[config.mk]
export PLATFORM = sky130hd
export DESIGN_NAME = csr_file_flat
export DESIGN_NICKNAME = d
export VERILOG_FILES = /design/src/rtl/csr_file_if.sv /design/src/rtl/csr_file.sv /design/src/flat_wrapper.sv
export SDC_FILE = /design/constraint.sdc
export NUM_CORES = 1
export LEC_CHECK = 0
export ABC_AREA = 1
export CAP_MARGIN = 20
export CORE_ASPECT_RATIO = 1.5
export CORE_MARGIN = 1.5
export CORE_UTILIZATION = 35
export DETAILED_ROUTE_END_ITERATION = 7
export GPL_TIMING_DRIVEN = 0
export PLACE_DENSITY = 0.65
export SLEW_MARGIN = 10
export SYNTH_ARGS = -nofsm -noshare
export SYNTH_HDL_FRONTEND = slang
export SYNTH_SLANG_ARGS = --single-unit
[constraint.sdc]
create_clock -name CLK -period 3.62 [get_ports CLK]
set_input_delay 1.086 -clock CLK [delete_from_list [all_inputs] [get_ports CLK]]
set_output_delay 1.086 -clock CLK [all_outputs]
set_load 0.005 [all_outputs]
[src/rtl/csr_file_if.sv]
`default_nettype none
// ============================================================================
// csr_file_if : decode / writeback / fetch side of the machine-mode CSR file
// Rev 1.0
// ============================================================================
interface csr_file_if #(
  parameter int XLEN = 64
);
  logic [11:0]     RD_ADDR;
  logic [XLEN-1:0] RD_DATA;
  logic            RD_ILLEGAL;
  logic            WB_ST_CSR;
  logic [11:0]     WB_CSR_ADDR;
  logic [XLEN-1:0] WB_CSR_DATA;
  logic            WB_RETIRE;
  logic            WB_CS;
  logic [XLEN-1:0] WB_CAUSE;
  logic [XLEN-1:0] WB_TRAP_PC;
  logic [XLEN-1:0] WB_TVAL;
  logic            WB_MRET;
  logic            TIMER;
  logic            EXTERNAL;
  logic            REDIRECT;
  logic [XLEN-1:0] REDIRECT_PC;
  logic            PRIVILEGE;
  logic            INT_REQ;

  modport master (
    output RD_ADDR, WB_ST_CSR, WB_CSR_ADDR, WB_CSR_DATA, WB_RETIRE, WB_CS,
           WB_CAUSE, WB_TRAP_PC, WB_TVAL, WB_MRET, TIMER, EXTERNAL,
    input  RD_DATA, RD_ILLEGAL, REDIRECT, REDIRECT_PC, PRIVILEGE, INT_REQ
  );

  modport slave (
    input  RD_ADDR, WB_ST_CSR, WB_CSR_ADDR, WB_CSR_DATA, WB_RETIRE, WB_CS,
           WB_CAUSE, WB_TRAP_PC, WB_TVAL, WB_MRET, TIMER, EXTERNAL,
    output RD_DATA, RD_ILLEGAL, REDIRECT, REDIRECT_PC, PRIVILEGE, INT_REQ
  );
endinterface
`default_nettype wire

[src/rtl/csr_file.sv]
`default_nettype none
// ============================================================================
// csr_file : RV64 machine-mode CSRs, trap entry / MRET, fetch redirect.
// Optional mcycle/minstret (+ cycle/instret shadows) under CSR_COUNTERS_EN.
// Rev 1.0
// ============================================================================
module csr_file #(
  parameter int              XLEN         = 64,
  parameter logic [XLEN-1:0] RESET_VECTOR = '0,
  parameter logic [XLEN-1:0] HART_ID      = '0
) (
  input wire logic  CLK,
  input wire logic  RESET,
  csr_file_if.slave bus
);
  localparam logic [11:0] c_mstatus  = 12'h300;
  localparam logic [11:0] c_misa     = 12'h301;
  localparam logic [11:0] c_mie      = 12'h304;
  localparam logic [11:0] c_mtvec    = 12'h305;
  localparam logic [11:0] c_mscratch = 12'h340;
  localparam logic [11:0] c_mepc     = 12'h341;
  localparam logic [11:0] c_mcause   = 12'h342;
  localparam logic [11:0] c_mtval    = 12'h343;
  localparam logic [11:0] c_mip      = 12'h344;
  localparam logic [11:0] c_mhartid  = 12'hF14;
`ifdef CSR_COUNTERS_EN
  localparam logic [11:0] c_mcycle   = 12'hB00;
  localparam logic [11:0] c_minstret = 12'hB02;
  localparam logic [11:0] c_cycle    = 12'hC00;
  localparam logic [11:0] c_instret  = 12'hC02;
`endif

  logic            r_mie, r_mpie, r_mtie, r_meie, r_priv, r_redirect;
  logic [1:0]      r_mpp;
  logic [XLEN-1:0] r_mtvec, r_mscratch, r_mepc, r_mcause, r_mtval, r_redirect_pc;
`ifdef CSR_COUNTERS_EN
  logic [XLEN-1:0] r_mcycle, r_minstret;
`else
  logic            w_unused_retire;
  assign w_unused_retire = bus.WB_RETIRE;
`endif

  logic            w_wr_en;
  logic [11:0]     w_wa;
  logic [XLEN-1:0] w_wd, w_vec_base, w_trap_target, w_rd_data;
  logic            w_impl;

  // Trap and MRET both take precedence over, and discard, a same-cycle write.
  assign w_wr_en = bus.WB_ST_CSR & ~bus.WB_CS & ~bus.WB_MRET;
  assign w_wa    = bus.WB_CSR_ADDR;
  assign w_wd    = bus.WB_CSR_DATA;

  assign w_vec_base    = {r_mtvec[XLEN-1:2], 2'b00};
  assign w_trap_target = w_vec_base +
      ((r_mtvec[0] & bus.WB_CAUSE[XLEN-1]) ?
       {{(XLEN-8){1'b0}}, bus.WB_CAUSE[5:0], 2'b00} : '0);

  always_ff @(posedge CLK) begin
    if (!RESET) begin
      r_mie         <= 1'b0;
      r_mpie        <= 1'b0;
      r_mpp         <= 2'b11;
      r_mtie        <= 1'b0;
      r_meie        <= 1'b0;
      r_mtvec       <= RESET_VECTOR;
      r_mscratch    <= '0;
      r_mepc        <= '0;
      r_mcause      <= '0;
      r_mtval       <= '0;
      r_priv        <= 1'b1;
      r_redirect    <= 1'b0;
      r_redirect_pc <= '0;
`ifdef CSR_COUNTERS_EN
      r_mcycle      <= '0;
      r_minstret    <= '0;
`endif
    end else begin
      r_redirect <= 1'b0;
      if (bus.WB_CS) begin
        r_mepc        <= {bus.WB_TRAP_PC[XLEN-1:2], 2'b00};
        r_mcause      <= bus.WB_CAUSE;
        r_mtval       <= bus.WB_TVAL;
        r_mpie        <= r_mie;
        r_mie         <= 1'b0;
        r_mpp         <= {2{r_priv}};
        r_priv        <= 1'b1;
        r_redirect    <= 1'b1;
        r_redirect_pc <= w_trap_target;
      end else if (bus.WB_MRET) begin
        r_priv        <= (r_mpp == 2'b11);
        r_mie         <= r_mpie;
        r_mpie        <= 1'b1;
        r_mpp         <= 2'b00;
        r_redirect    <= 1'b1;
        r_redirect_pc <= r_mepc;
      end else if (w_wr_en) begin
        case (w_wa)
          c_mstatus: begin
            r_mie  <= w_wd[3];
            r_mpie <= w_wd[7];
            r_mpp  <= (w_wd[12:11] == 2'b11) ? 2'b11 : 2'b00;
          end
          c_mie: begin
            r_mtie <= w_wd[7];
            r_meie <= w_wd[11];
          end
          c_mtvec:    r_mtvec    <= {w_wd[XLEN-1:2], 1'b0, w_wd[0]};
          c_mscratch: r_mscratch <= w_wd;
          c_mepc:     r_mepc     <= {w_wd[XLEN-1:2], 2'b00};
          c_mcause:   r_mcause   <= w_wd;
          c_mtval:    r_mtval    <= w_wd;
          default:    ;
        endcase
      end
`ifdef CSR_COUNTERS_EN
      // A counter write replaces that cycle's increment rather than adding to it.
      if (w_wr_en && w_wa == c_mcycle) r_mcycle <= w_wd;
      else                             r_mcycle <= r_mcycle + 1'b1;
      if (w_wr_en && w_wa == c_minstret)      r_minstret <= w_wd;
      else if (bus.WB_RETIRE && !bus.WB_CS)   r_minstret <= r_minstret + 1'b1;
`endif
    end
  end

  always_comb begin
    w_rd_data = '0;
    w_impl    = 1'b1;
    case (bus.RD_ADDR)
      c_mstatus: begin
        w_rd_data[3]     = r_mie;
        w_rd_data[7]     = r_mpie;
        w_rd_data[12:11] = r_mpp;
      end
      c_misa: begin
        w_rd_data[XLEN-1:XLEN-2] = 2'b10;
        w_rd_data[8]             = 1'b1;
        w_rd_data[20]            = 1'b1;
      end
      c_mie: begin
        w_rd_data[7]  = r_mtie;
        w_rd_data[11] = r_meie;
      end
      c_mtvec:    w_rd_data = r_mtvec;
      c_mscratch: w_rd_data = r_mscratch;
      c_mepc:     w_rd_data = r_mepc;
      c_mcause:   w_rd_data = r_mcause;
      c_mtval:    w_rd_data = r_mtval;
      c_mip: begin
        w_rd_data[7]  = bus.TIMER;
        w_rd_data[11] = bus.EXTERNAL;
      end
      c_mhartid:  w_rd_data = HART_ID;
`ifdef CSR_COUNTERS_EN
      c_mcycle, c_cycle:     w_rd_data = r_mcycle;
      c_minstret, c_instret: w_rd_data = r_minstret;
`endif
      default:    w_impl = 1'b0;
    endcase
  end

  assign bus.RD_DATA     = w_rd_data;
  assign bus.RD_ILLEGAL  = ~w_impl | (~r_priv & (bus.RD_ADDR[9:8] == 2'b11));
  assign bus.REDIRECT    = r_redirect;
  assign bus.REDIRECT_PC = r_redirect_pc;
  assign bus.PRIVILEGE   = r_priv;
  assign bus.INT_REQ     = (~r_priv | r_mie) &
                           ((bus.TIMER & r_mtie) | (bus.EXTERNAL & r_meie));
endmodule
`default_nettype wire

[src/flat_wrapper.sv]
// flat-port wrapper written by rule: the top's interface ports become plain ports
module csr_file_flat 
#(
  parameter int              XLEN         = 64,
  parameter logic [XLEN-1:0] RESET_VECTOR = '0,
  parameter logic [XLEN-1:0] HART_ID      = '0
)
  (CLK, RESET, bus_RD_ADDR, bus_WB_ST_CSR, bus_WB_CSR_ADDR, bus_WB_CSR_DATA, bus_WB_RETIRE, bus_WB_CS, bus_WB_CAUSE, bus_WB_TRAP_PC, bus_WB_TVAL, bus_WB_MRET, bus_TIMER, bus_EXTERNAL, bus_RD_DATA, bus_RD_ILLEGAL, bus_REDIRECT, bus_REDIRECT_PC, bus_PRIVILEGE, bus_INT_REQ);
  csr_file_if #(.XLEN(XLEN)) bus_i ();
  input wire logic CLK;
  input wire logic RESET;
  input wire logic [$bits(bus_i.RD_ADDR)-1:0] bus_RD_ADDR;
  input wire logic [$bits(bus_i.WB_ST_CSR)-1:0] bus_WB_ST_CSR;
  input wire logic [$bits(bus_i.WB_CSR_ADDR)-1:0] bus_WB_CSR_ADDR;
  input wire logic [$bits(bus_i.WB_CSR_DATA)-1:0] bus_WB_CSR_DATA;
  input wire logic [$bits(bus_i.WB_RETIRE)-1:0] bus_WB_RETIRE;
  input wire logic [$bits(bus_i.WB_CS)-1:0] bus_WB_CS;
  input wire logic [$bits(bus_i.WB_CAUSE)-1:0] bus_WB_CAUSE;
  input wire logic [$bits(bus_i.WB_TRAP_PC)-1:0] bus_WB_TRAP_PC;
  input wire logic [$bits(bus_i.WB_TVAL)-1:0] bus_WB_TVAL;
  input wire logic [$bits(bus_i.WB_MRET)-1:0] bus_WB_MRET;
  input wire logic [$bits(bus_i.TIMER)-1:0] bus_TIMER;
  input wire logic [$bits(bus_i.EXTERNAL)-1:0] bus_EXTERNAL;
  output wire logic [$bits(bus_i.RD_DATA)-1:0] bus_RD_DATA;
  output wire logic [$bits(bus_i.RD_ILLEGAL)-1:0] bus_RD_ILLEGAL;
  output wire logic [$bits(bus_i.REDIRECT)-1:0] bus_REDIRECT;
  output wire logic [$bits(bus_i.REDIRECT_PC)-1:0] bus_REDIRECT_PC;
  output wire logic [$bits(bus_i.PRIVILEGE)-1:0] bus_PRIVILEGE;
  output wire logic [$bits(bus_i.INT_REQ)-1:0] bus_INT_REQ;
  assign bus_i.RD_ADDR = bus_RD_ADDR;
  assign bus_i.WB_ST_CSR = bus_WB_ST_CSR;
  assign bus_i.WB_CSR_ADDR = bus_WB_CSR_ADDR;
  assign bus_i.WB_CSR_DATA = bus_WB_CSR_DATA;
  assign bus_i.WB_RETIRE = bus_WB_RETIRE;
  assign bus_i.WB_CS = bus_WB_CS;
  assign bus_i.WB_CAUSE = bus_WB_CAUSE;
  assign bus_i.WB_TRAP_PC = bus_WB_TRAP_PC;
  assign bus_i.WB_TVAL = bus_WB_TVAL;
  assign bus_i.WB_MRET = bus_WB_MRET;
  assign bus_i.TIMER = bus_TIMER;
  assign bus_i.EXTERNAL = bus_EXTERNAL;
  assign bus_RD_DATA = bus_i.RD_DATA;
  assign bus_RD_ILLEGAL = bus_i.RD_ILLEGAL;
  assign bus_REDIRECT = bus_i.REDIRECT;
  assign bus_REDIRECT_PC = bus_i.REDIRECT_PC;
  assign bus_PRIVILEGE = bus_i.PRIVILEGE;
  assign bus_INT_REQ = bus_i.INT_REQ;
  csr_file #(.XLEN(XLEN), .RESET_VECTOR(RESET_VECTOR), .HART_ID(HART_ID)) u_core (.CLK(CLK), .RESET(RESET), .bus(bus_i));
endmodule
==> impl.org <==
** Synth
- Leading cell type by number of instances after synthesis :: nand2_1
- The most used flip-flop cell after synthesis is dfxtp_1.
- Cell area after synthesis :: 20700 sq um
- Cells after Synth :: 3108
- Top post-synthesis cells by count :: 792 x nand2_1, 386 x dfxtp_1, 340 x nor2_1
- Synth async-reset ratio :: 0
- The synthesized netlist contains 46 unique library cells.
- Count of state elements after synthesis :: 386
- In this run, synthesis inferred 0 flip-flops with an integrated enable.
- The share of the Yosys chip area taken by registers is 0.373.
- The share of synthesized area in the top cell type comes to 0.373.
- Average cell area after synthesis :: 6.66 sq um
- Number of warnings reported in the yosys synthesis log :: 0
- Leading area contributor after synthesis :: dfxtp_1
- Largest cells by area after synthesis :: dfxtp_1 37%, nand2_1 14%, a21oi_1 7.1%

** Final layout
- Layout filler cell count :: 6009
- The final layout contains 3994 nets.
- Once layout is done, the placed cells without fillers occupy 29600 sq um.
- Area taken by multi-input logic gates :: 11600 sq um
- Summing all flip-flop and latch instances after layout gives 7730 sq um.
- Layout overhead on the synthesized area :: 43.2%
- Share of layout cells above drive strength 1 :: 0.162

** Hold path
- Along the worst hold path, the cell count comes to 2.
- The path with the worst hold slack has its endpoint at u_core.bus.REDIRECT_PC[60]$_SDFFE_PN0N_.
- The startpoint identified for the worst hold timing path is u_core.bus.REDIRECT_PC[60]$_SDFFE_PN0N_.
- The path class of the tightest hold or removal check is reg2reg.

** Pwr
- Cell Pwr Density :: 352 nW/um^2
- In this run the static leakage power is 11.8 nW.
- VDD sags by at most 0.311 mV.
- The design draws 0.0104 W.

** Critical path
- Grouping stages by cell kind, the critical path spends the most delay in simple AND/OR/NAND/NOR gates.
- The setup path with the least slack is of type in2out.
- Startpoint of the lowest-slack register-to-register path :: u_core.r_mtvec[29]$_SDFFE_PN0P_
- Slowest library cell on the worst path :: nor4_4
- Req. time, crit path :: 2.53 ns
- STA classifies the critical path startpoint as a primary input.
- R2r endpoint :: u_core.bus.REDIRECT_PC[37]$_SDFFE_PN0N_
- The signal on the critical path passes through buf_6 > or2_4 > nor4_4 > buf_4 > buf_12 > and2_4 > buf_12 > buf_12 > buf_6 > buf_6 > nand2_2 > nand3_4 > nor2_4 > nor2_4 > buf_2.
- Setup crit end kind :: output port
- Data arrival time of the worst path :: 3.11 ns
- The largest single stage delay on the critical path is 0.28 ns.
- The most critical setup path has its startpoint at bus_RD_ADDR[5].
- For the worst flop-to-flop path, the logic depth is 9.
- Worst Path Buf+Inv :: 8
- In this run the worst path has a maximum fanout of 6.
- For flop-to-flop paths, the worst setup slack is 0.59 ns.

** STA
- Timing would allow up to 0.238 GHz.
- RSZ-0062 raised after global routing :: yes
- Final min period :: 4.19 ns
- The final hold violation count is 0.
- In the finished design, the share of the clock period the worst path needs comes to 1.16.
- Setup violations remaining at the end of the flow were counted as 66.
- Final setup margin :: -0.574 ns
- Between clock sinks in the finished design, the worst skew comes to 0.0103 ns.
- Measured against its own limit, the worst slew margin works out to 0.0317.
- Slew at the pin with the worst max-slew slack :: 1.45 ns
- The number of max-slew violations in the final report came to 0.

** Placement
- Buffers placed on the I/O ports in this run total 411.
- The placed instances occupy a cell area of 25800 sq um.
- Global placer's final weighted congestion :: 1.06
- Estimated wirelength of the detail-placed design :: 105000 um

** Clocking
- At the later pin of the worst-skew pair, clock insertion delay measures 0.60 ns.
- Hold Buf Count CTS :: 0
- Buffers inserted during clock tree synthesis total 42.
- TritonCTS built the clock tree.
- The longest clock path from root to sink contains 3 buffers.
- H-tree levels :: 2
- Clock-pin slew was measured on the worst setup and hold paths at 0.07 ns.
- The tree is rooted in a clkbuf_16.
- The tree built by TritonCTS fans out to 386 sinks.

** Drt
- The detailed router placed 27200 vias in this run.
- Using the TritonRoute via totals, the vias-per-cell ratio works out to 6.03.
- For this run, design rule violations remaining after detail routing come to 0.
- Wire length reported by the detailed router :: 139000 um
- The first detailed-routing pass took 7 iterations.
- Count of nets left with antenna violations after detail routing :: 0
- After detailed routing, the average wire length per cell comes to 30.9 um.
- Number of violations reported at the end of detailed-routing iteration 0 :: 3940

** Global route
- Entering global routing, the biggest net connects 15 pins.
- The number of antenna violations at the first check in global routing was 6.
- For this run the aggregate overflow at the end of global routing stands at 0.
- The first global-routing pass estimated 188000 um of wire.
- Number of global-route vias before repair :: 25500
- GRT Overall Usage :: 0.440

** Outcome
- Outcome :: finished, violations left
- Failing checks :: negative setup slack

** Die
- The floorplan step defined a core boundary enclosing 58600 sq um.
- The floorplan step set the die height to 301 um.
- Effective utilization at floorplan :: 0.353
- Die area :: 60600 sq um
- Core Rows :: 109
- I/O pin count :: 420
- Chip Width :: 202 um

** Run
- Max-cap violations in this run came to 0.
[routing by layer]
metal  vias to the layer above  global-route usage  share of wire
met5                         -                   0        0.00016
li1                      11600                   -              -
met4                         4               0.414           0.11
met3                       697               0.103           0.12
met2                      2247               0.669           0.43
met1                     12700               0.509           0.34
[what timing repair did]
item	4_1_cts	5_1_grt
endpoints found under the setup margin	75	72
gates resized for setup	510	233
setup buffers	90	56
cloned	4	2
pin swaps	30	47
hold endpoints to repair	0	0
[cell usage in the layout, fill, tap and decap left out, drive strengths merged, types with 10 or more instances in the layout]
cell and count:
xor2 10, clkbuf 181, nand3 215, nor2 343, nand4 73, o21ai 174, buf 299, a21oi 292
nand2 792, clkdlybuf4s50 334, a211oi 128, nor3 40, a31oi 73, a22oi 46, dfxtp 386, inv 278
[stage by stage]
stage          TNS, ns  worst slack (ns)   util  instances  hold WS (ns)
6_report        -28.47            -0.574  0.505       4515         0.464
5_1_grt         -29.24            -0.590  0.505       4511         0.480
4_1_cts         -24.11            -0.651  0.493       4470         0.465
3_5_place_dp   -129.24             -1.90  0.440       4300         0.455
3_3_place_gp   -127.07             -1.85  0.440       4297         0.451
2_1_floorplan        0             0.159      -       3109         0.444
[worst max path at each step]
stage / endpoint / slack (ns) / cells past startpoint
floorplan: bus_RD_DATA[31] / 0.16 / 10
global placement: bus_RD_DATA[9] / -1.85 / 11
detailed placement: bus_RD_DATA[9] / -1.90 / 11
CTS: bus_RD_DATA[42] / -0.65 / 11
global route: bus_RD_DATA[51] / -0.59 / 15
finish: bus_RD_DATA[51] / -0.57 / 15
[where the power goes]
group / internal, W / switching, W
Clock: 0.00248 / 0.00202
Sequential: 0.00441 / 0.000119
Combinational: 0.000531 / 0.000876
[layout make-up]
class | instances | share of cell area
sequential | 386 | 0.261
antenna | 7 | 0.000591
timing repair buffer | 553 | 0.187
clock inverter | 15 | 0.00549
tap | 777 | 0.0328
buffer | 208 | 0.0450
multi-input combinational | 2233 | 0.393
inverter | 275 | 0.0352
clock buffer | 61 | 0.0406
[worst reg2reg max path, stage by stage (launching register included)]
cell	delay, ns
dfxtp_1	0.60
nand2_1	0.30
nor2_1	0.25
nand2_1	0.25
nor2_1	0.59
nand3_1	0.20
nand3_1	0.14
nand3_1	0.31
nand2_1	0.19
a21oi_1	0.08
[flip-flops by register name (all words and copies together), names as in the netlist, 62 cells and up]
name / count
u_core.bus.REDIRECT_PC: 62
u_core.r_mcause: 64
u_core.r_mepc: 62
u_core.r_mscratch: 64
u_core.r_mtval: 64
u_core.r_mtvec: 63
[cell families after synthesis]
logic type                 Yosys count  synth area share
and+or+nand+nor                   1482             0.299
other                                1          0.000181
DFF                                386             0.373
xor gates and xnor gates            15           0.00635
adders and majority gates            7           0.00460
AOI/OAI and AO/OA                  727             0.217
buffers and inverters              490            0.0993
No activity file was read; power rests on OpenSTA's default activity.
